## src/rtl/alu_arbiter_if.sv

```systemverilog
// Bundle between four ALU requesters, the shared ALU and the response consumer.
// A transfer happens on a rising edge where valid and ready are both high; the
// requester keeps valid/op/operands stable until accepted, and the arbiter keeps
// rsp_id_o/rsp_result_o stable while rsp_valid_o is high and rsp_ready_i is low.
interface alu_arbiter_if #(parameter int N = 4);
  logic [3:0]     req_valid_i;
  logic [15:0]    req_op_i;
  logic [4*N-1:0] req_a_i;
  logic [4*N-1:0] req_b_i;
  logic [3:0]     req_ready_o;
  logic [3:0]     alu_sel_o;
  logic [N-1:0]   alu_a_o;
  logic [N-1:0]   alu_b_o;
  logic [N-1:0]   alu_result_i;
  logic           rsp_valid_o;
  logic [1:0]     rsp_id_o;
  logic [N-1:0]   rsp_result_o;
  logic           rsp_ready_i;

  modport slave (
    input  req_valid_i, req_op_i, req_a_i, req_b_i, alu_result_i, rsp_ready_i,
    output req_ready_o, alu_sel_o, alu_a_o, alu_b_o, rsp_valid_o, rsp_id_o, rsp_result_o
  );

  modport master (
    output req_valid_i, req_op_i, req_a_i, req_b_i, alu_result_i, rsp_ready_i,
    input  req_ready_o, alu_sel_o, alu_a_o, alu_b_o, rsp_valid_o, rsp_id_o, rsp_result_o
  );
endinterface

```

## src/rtl/alu_arbiter.sv

```systemverilog
// Round-robin arbiter sharing one combinational ALU between four requesters.
// Each operation walks accept -> execute -> respond; dbg_state exposes the FSM.
module alu_arbiter #(
  parameter int N    = 4,
  parameter int NREQ = 4
) (
  input  logic       clk_i,
  input  logic       rst_i,
  alu_arbiter_if.slave bus,
  output logic [1:0] dbg_state
);

  typedef enum logic [1:0] {
    IDLE = 2'd0,
    EXEC = 2'd1,
    RESP = 2'd2
  } state_t;

  state_t     state;
  logic [1:0] ptr;
  logic [1:0] grant;
  logic [1:0] cand;
  logic       grant_any;

  // Search starts just after the last grant and wraps back to it last.
  always_comb begin
    grant     = 2'd0;
    grant_any = 1'b0;
    cand      = 2'd0;
    for (int i = 1; i <= NREQ; i++) begin
      cand = ptr + 2'(i);
      if (!grant_any && bus.req_valid_i[cand]) begin
        grant     = cand;
        grant_any = 1'b1;
      end
    end
  end

  assign bus.req_ready_o = (state == IDLE && grant_any && !rst_i) ? (4'b0001 << grant) : 4'b0000;
  assign dbg_state       = state;

  always_ff @(posedge clk_i) begin
    if (rst_i) begin
      state            <= IDLE;
      ptr              <= 2'd3;
      bus.alu_sel_o    <= '0;
      bus.alu_a_o      <= '0;
      bus.alu_b_o      <= '0;
      bus.rsp_valid_o  <= 1'b0;
      bus.rsp_id_o     <= '0;
      bus.rsp_result_o <= '0;
    end else begin
      case (state)
        IDLE: begin
          if (grant_any) begin
            bus.alu_sel_o <= bus.req_op_i[{grant, 2'b00} +: 4];
            bus.alu_a_o   <= bus.req_a_i[32'(grant) * N +: N];
            bus.alu_b_o   <= bus.req_b_i[32'(grant) * N +: N];
            bus.rsp_id_o  <= grant;
            ptr           <= grant;
            state         <= EXEC;
          end
        end
        EXEC: begin
          bus.rsp_result_o <= bus.alu_result_i;
          bus.rsp_valid_o  <= 1'b1;
          state            <= RESP;
        end
        RESP: begin
          // Response and ALU latches stay frozen until the consumer takes it.
          if (bus.rsp_ready_i) begin
            bus.rsp_valid_o <= 1'b0;
            state           <= IDLE;
          end
        end
        default: state <= IDLE;
      endcase
    end
  end

endmodule

```

## src/flat_wrapper.sv

```systemverilog
// flat-port wrapper written by rule: the top's interface ports become plain ports
module alu_arbiter_flat 
#(
  parameter int N    = 4,
  parameter int NREQ = 4
)
  (clk_i, rst_i, dbg_state, bus_req_valid_i, bus_req_op_i, bus_req_a_i, bus_req_b_i, bus_alu_result_i, bus_rsp_ready_i, bus_req_ready_o, bus_alu_sel_o, bus_alu_a_o, bus_alu_b_o, bus_rsp_valid_o, bus_rsp_id_o, bus_rsp_result_o);
  alu_arbiter_if #(.N(N)) bus_i ();
  input  logic clk_i;
  input  logic rst_i;
  output logic [1:0] dbg_state;
  input wire logic [$bits(bus_i.req_valid_i)-1:0] bus_req_valid_i;
  input wire logic [$bits(bus_i.req_op_i)-1:0] bus_req_op_i;
  input wire logic [$bits(bus_i.req_a_i)-1:0] bus_req_a_i;
  input wire logic [$bits(bus_i.req_b_i)-1:0] bus_req_b_i;
  input wire logic [$bits(bus_i.alu_result_i)-1:0] bus_alu_result_i;
  input wire logic [$bits(bus_i.rsp_ready_i)-1:0] bus_rsp_ready_i;
  output wire logic [$bits(bus_i.req_ready_o)-1:0] bus_req_ready_o;
  output wire logic [$bits(bus_i.alu_sel_o)-1:0] bus_alu_sel_o;
  output wire logic [$bits(bus_i.alu_a_o)-1:0] bus_alu_a_o;
  output wire logic [$bits(bus_i.alu_b_o)-1:0] bus_alu_b_o;
  output wire logic [$bits(bus_i.rsp_valid_o)-1:0] bus_rsp_valid_o;
  output wire logic [$bits(bus_i.rsp_id_o)-1:0] bus_rsp_id_o;
  output wire logic [$bits(bus_i.rsp_result_o)-1:0] bus_rsp_result_o;
  assign bus_i.req_valid_i = bus_req_valid_i;
  assign bus_i.req_op_i = bus_req_op_i;
  assign bus_i.req_a_i = bus_req_a_i;
  assign bus_i.req_b_i = bus_req_b_i;
  assign bus_i.alu_result_i = bus_alu_result_i;
  assign bus_i.rsp_ready_i = bus_rsp_ready_i;
  assign bus_req_ready_o = bus_i.req_ready_o;
  assign bus_alu_sel_o = bus_i.alu_sel_o;
  assign bus_alu_a_o = bus_i.alu_a_o;
  assign bus_alu_b_o = bus_i.alu_b_o;
  assign bus_rsp_valid_o = bus_i.rsp_valid_o;
  assign bus_rsp_id_o = bus_i.rsp_id_o;
  assign bus_rsp_result_o = bus_i.rsp_result_o;
  alu_arbiter #(.N(N), .NREQ(NREQ)) u_core (.clk_i(clk_i), .rst_i(rst_i), .bus(bus_i), .dbg_state(dbg_state));
endmodule
```

## config.mk

```make
export PLATFORM = sky130hd
export DESIGN_NAME = alu_arbiter_flat
export DESIGN_NICKNAME = d
export VERILOG_FILES = /design/src/rtl/alu_arbiter_if.sv /design/src/rtl/alu_arbiter.sv /design/src/flat_wrapper.sv
export SDC_FILE = /design/constraint.sdc
export NUM_CORES = 1
export LEC_CHECK = 0
export CAP_MARGIN = 20
export CELL_PAD_IN_SITES_DETAIL_PLACEMENT = 2
export CELL_PAD_IN_SITES_GLOBAL_PLACEMENT = 2
export CORE_UTILIZATION = 22
export DETAILED_ROUTE_END_ITERATION = 16
export HOLD_SLACK_MARGIN = 0.03
export PLACE_DENSITY_LB_ADDON = 0.25
export SLEW_MARGIN = 20
export SYNTH_ARGS = -nofsm -noshare
export SYNTH_HDL_FRONTEND = slang
export SYNTH_SLANG_ARGS = --single-unit
```

## constraint.sdc

```tcl
create_clock -name clk_i -period 4.1 [get_ports clk_i]
set_input_delay 1.23 -clock clk_i [delete_from_list [all_inputs] [get_ports clk_i]]
set_output_delay 1.23 -clock clk_i [all_outputs]
set_load 0.01 [all_outputs]
```

==> metrics.txt <==
status completed; Antenna Nets Post-Route 0; first-pass GRT wire length approximately 8300 um; min Tclk post-route around 4000 ps; DIE AREA 0.00696 mm2; post-route core utilization between 30% and 40%; P&R area growth vs syn 70.2%; post-place setup slack -265 ps; starting DRC count in detailed routing 18; share of cells above drive strength 1 19.8%; reg2reg path depth 6; largest net degree at the start of global routing 23; Critical R2R Launch u_core.ptr[1]$_SDFFE_PP1P_; clock slew at reported path FFs around 80 ps; I/O Buffers slightly above 80; Post-CTS Hold Buffers 0; cell area power density between 300 and 400 mW/mm2; via/cell ratio 4.70; CP max FO 4; synthesized cell area 0.00146 mm2; Hold WC Path Type reg -> reg; Final nets 307; LEAKAGE 1.02 nW; GRT overflow 0; Max VDD drop roughly 0.00013 V; Post-Route Skew 4.49 ps; DRC Markers 0; WL/cell 15.5 um; post-synthesis register bit count 23; CP Class in -> out; library cells used by synthesis 33; crit share post-route between 90% and 100%; required time of the critical path 2870 ps; design area 0.00248 mm2; flop-to-flop setup slack 2120 ps; placed instance area 0.00243 mm2; RSZ-0062 raised after global routing no; ANT cells 0; multi-input combinational cell area 881 um2; Initial Utilization 22.8%; CTS tree yes; Worst Max-Slew Pin Slew 711 ps; GPL Wtd Cong 0.780; core box area 0.00639 mm2; crit end category primary output; TritonCTS Sinks 23; syn avg cell area 9.41 um2; DRT Pass-1 Iters 4; final wirelength 5020 um; final setup margin ~110 ps; syn nets approximately 210; Post-Syn Instances 155; worst-skew pair later-pin latency 260 ps; endpoints failing hold 0; Die Ht 83.4 um; H-Tree Depth 1; vias in the first global route 1,637; number of CTS-inserted buffers 3; crit path DAT 2760 ps; RR Endpoint u_core.bus.alu_a_o[0]$_SDFFE_PP0P_; Root Buffer clkbuf_8; Max-cap violations 0; share of the yosys chip area belonging to registers 31.6%; CTS Buffer Depth 2; Worst slew margin 52.5%; Slew Limit Fails 0; worst hold margin about 500 ps; initial antenna violation count 0; Ports 84; cell row count 29; hpwl dp 4180 um; Final setup viols 0; type of origin of the critical path primary input; GRT Total Usage 14.8%; Reg area around 460 um2; FMAX between 0.2 and 0.3 GHz; DIE WIDTH 83.4 um; fillers just over 700; setup TNS 0 ps; Synthesis Warnings 0; CP startpoint bus_req_valid_i[0]; via count 1,524; CP Capture Point bus_req_ready_o[2]
## final cells by class
cell class / count / area share (%)
flip-flops and latches: 23 / 18.5
clock buffers: 3 / 1.66
clock inverters: 1 / 0.202
well taps: 77 / 3.88
inverters: 12 / 1.81
multi-input cells: 108 / 35.5
repair buffers: 100 / 38.4
## worst min path at each step
stage | cells past startpoint | slack (ps) | to | startpoint
global route | 2 | 530 | u_core.bus.rsp_id_o[0]$_SDFFE_PP0P_ | u_core.bus.rsp_id_o[0]$_SDFFE_PP0P_
finish | 2 | 500 | u_core.bus.rsp_id_o[0]$_SDFFE_PP0P_ | u_core.bus.rsp_id_o[0]$_SDFFE_PP0P_
global placement | 2 | 470 | u_core.bus.rsp_id_o[1]$_SDFFE_PP0P_ | u_core.bus.rsp_id_o[1]$_SDFFE_PP0P_
detailed placement | 2 | 490 | u_core.bus.rsp_result_o[1]$_SDFFE_PP0P_ | u_core.bus.rsp_result_o[1]$_SDFFE_PP0P_
CTS | 2 | 510 | u_core.bus.rsp_result_o[1]$_SDFFE_PP0P_ | u_core.bus.rsp_result_o[1]$_SDFFE_PP0P_
floorplan | 2 | 510 | u_core.bus.rsp_id_o[0]$_SDFFE_PP0P_ | u_core.bus.rsp_id_o[0]$_SDFFE_PP0P_
## synthesized netlist by cell type, drive strengths merged
master | n | area (um2)
a21oi | 1 | 5.00
nand2b | 2 | 15.0
o21ai | 4 | 23.8
or2 | 1 | 6.26
nand3b | 1 | 7.51
nand2 | 1 | 3.75
o221ai | 1 | 15.0
a211oi | 25 | 283
nor3b | 1 | 7.51
o21bai | 13 | 97.6
o221a | 1 | 11.3
buf | 7 | 61.3
clkbuf | 5 | 18.8
and3 | 5 | 31.3
a31oi | 12 | 75.1
nor3 | 1 | 5.00
a211o | 2 | 17.5
dfxtp | 23 | 460
nand3 | 1 | 5.00
nor2b | 3 | 26.3
mux2i | 16 | 160
a21o | 1 | 15.0
nor2 | 16 | 62.6
inv | 12 | 45.0
## placed cells by master, fill, tap and decap left out, drive strengths merged, types with 2 or more instances in the layout
| cell type | synthesis | final |
|---|---|---|
| clkbuf | 5 | 3 |
| and3 | 5 | 5 |
| buf | 7 | 17 |
| dlygate4sd2 | 0 | 6 |
| nor2 | 16 | 16 |
| o21bai | 13 | 13 |
| inv | 12 | 12 |
| a31oi | 12 | 12 |
| dfxtp | 23 | 23 |
| mux2i | 16 | 16 |
| a211oi | 25 | 25 |
| nor2b | 3 | 3 |
| a211o | 2 | 2 |
| o21ai | 4 | 4 |
| nand2b | 2 | 2 |
| clkdlybuf4s50 | 0 | 76 |
## layer usage
layer	share of wire, %	vias to the layer above	GRT usage [%]
met3	3.1	2	1.19
met2	51	32	27.2
met4	0.58	0	3.24
met1	45	733	18.9
li1	-	757	-
met5	0	-	0
## registers in the layout, summed over array words and instances (netlist names)
register	cells
u_core.bus.rsp_result_o	4
u_core.bus.alu_a_o	4
u_core.ptr	2
u_core.bus.alu_b_o	4
u_core.bus.rsp_id_o	2
u_core.dbg_state	2
u_core.bus.rsp_valid_o	1
u_core.bus.alu_sel_o	4
## critical path, stage by stage
cell	delay, ps
clkdlybuf4s50_1	480
nor2_1	80
a211o_1	310
nor2_4	150
buf_4	120
and3_1	140
dlygate4sd2_1	260
## where the power goes
group | leakage [nW] | switching [mW] | internal, mW
clock | 0.0255 | 0.0744 | 0.0678
combinational | 0.800 | 0.168 | 0.197
sequential | 0.191 | 0.0224 | 0.257
total | 1.02 | 0.265 | 0.521
## stage by stage
| step | power [mW] | instances |
|---|---|---|
| floorplan | 0.480 | 155 |
| global placement | 0.651 | 319 |
| detailed placement | 0.659 | 319 |
| CTS | 0.803 | 324 |
| global route | 0.838 | 324 |
| finish | 0.787 | 324 |
## logic make-up (layout without fill, tap and decap cells)
group / count (synthesis) / count (layout) / synth area share (%)
AND/OR/NAND/NOR: 32 / 32 / 11.7
AO/OA/AOI/OAI: 60 / 60 / 37.2
flip-flops: 23 / 23 / 31.6
multiplexers: 16 / 16 / 11.0
buffers and inverters: 24 / 116 / 8.58
## what timing repair did
item,4_1_cts,5_1_grt
pin swaps,1,1
endpoints found under the hold margin,0,0
gates resized for setup,7,2
setup buffers,1,0
endpoints found under the setup margin,4,1
No activity file was read; power rests on OpenSTA's default activity.
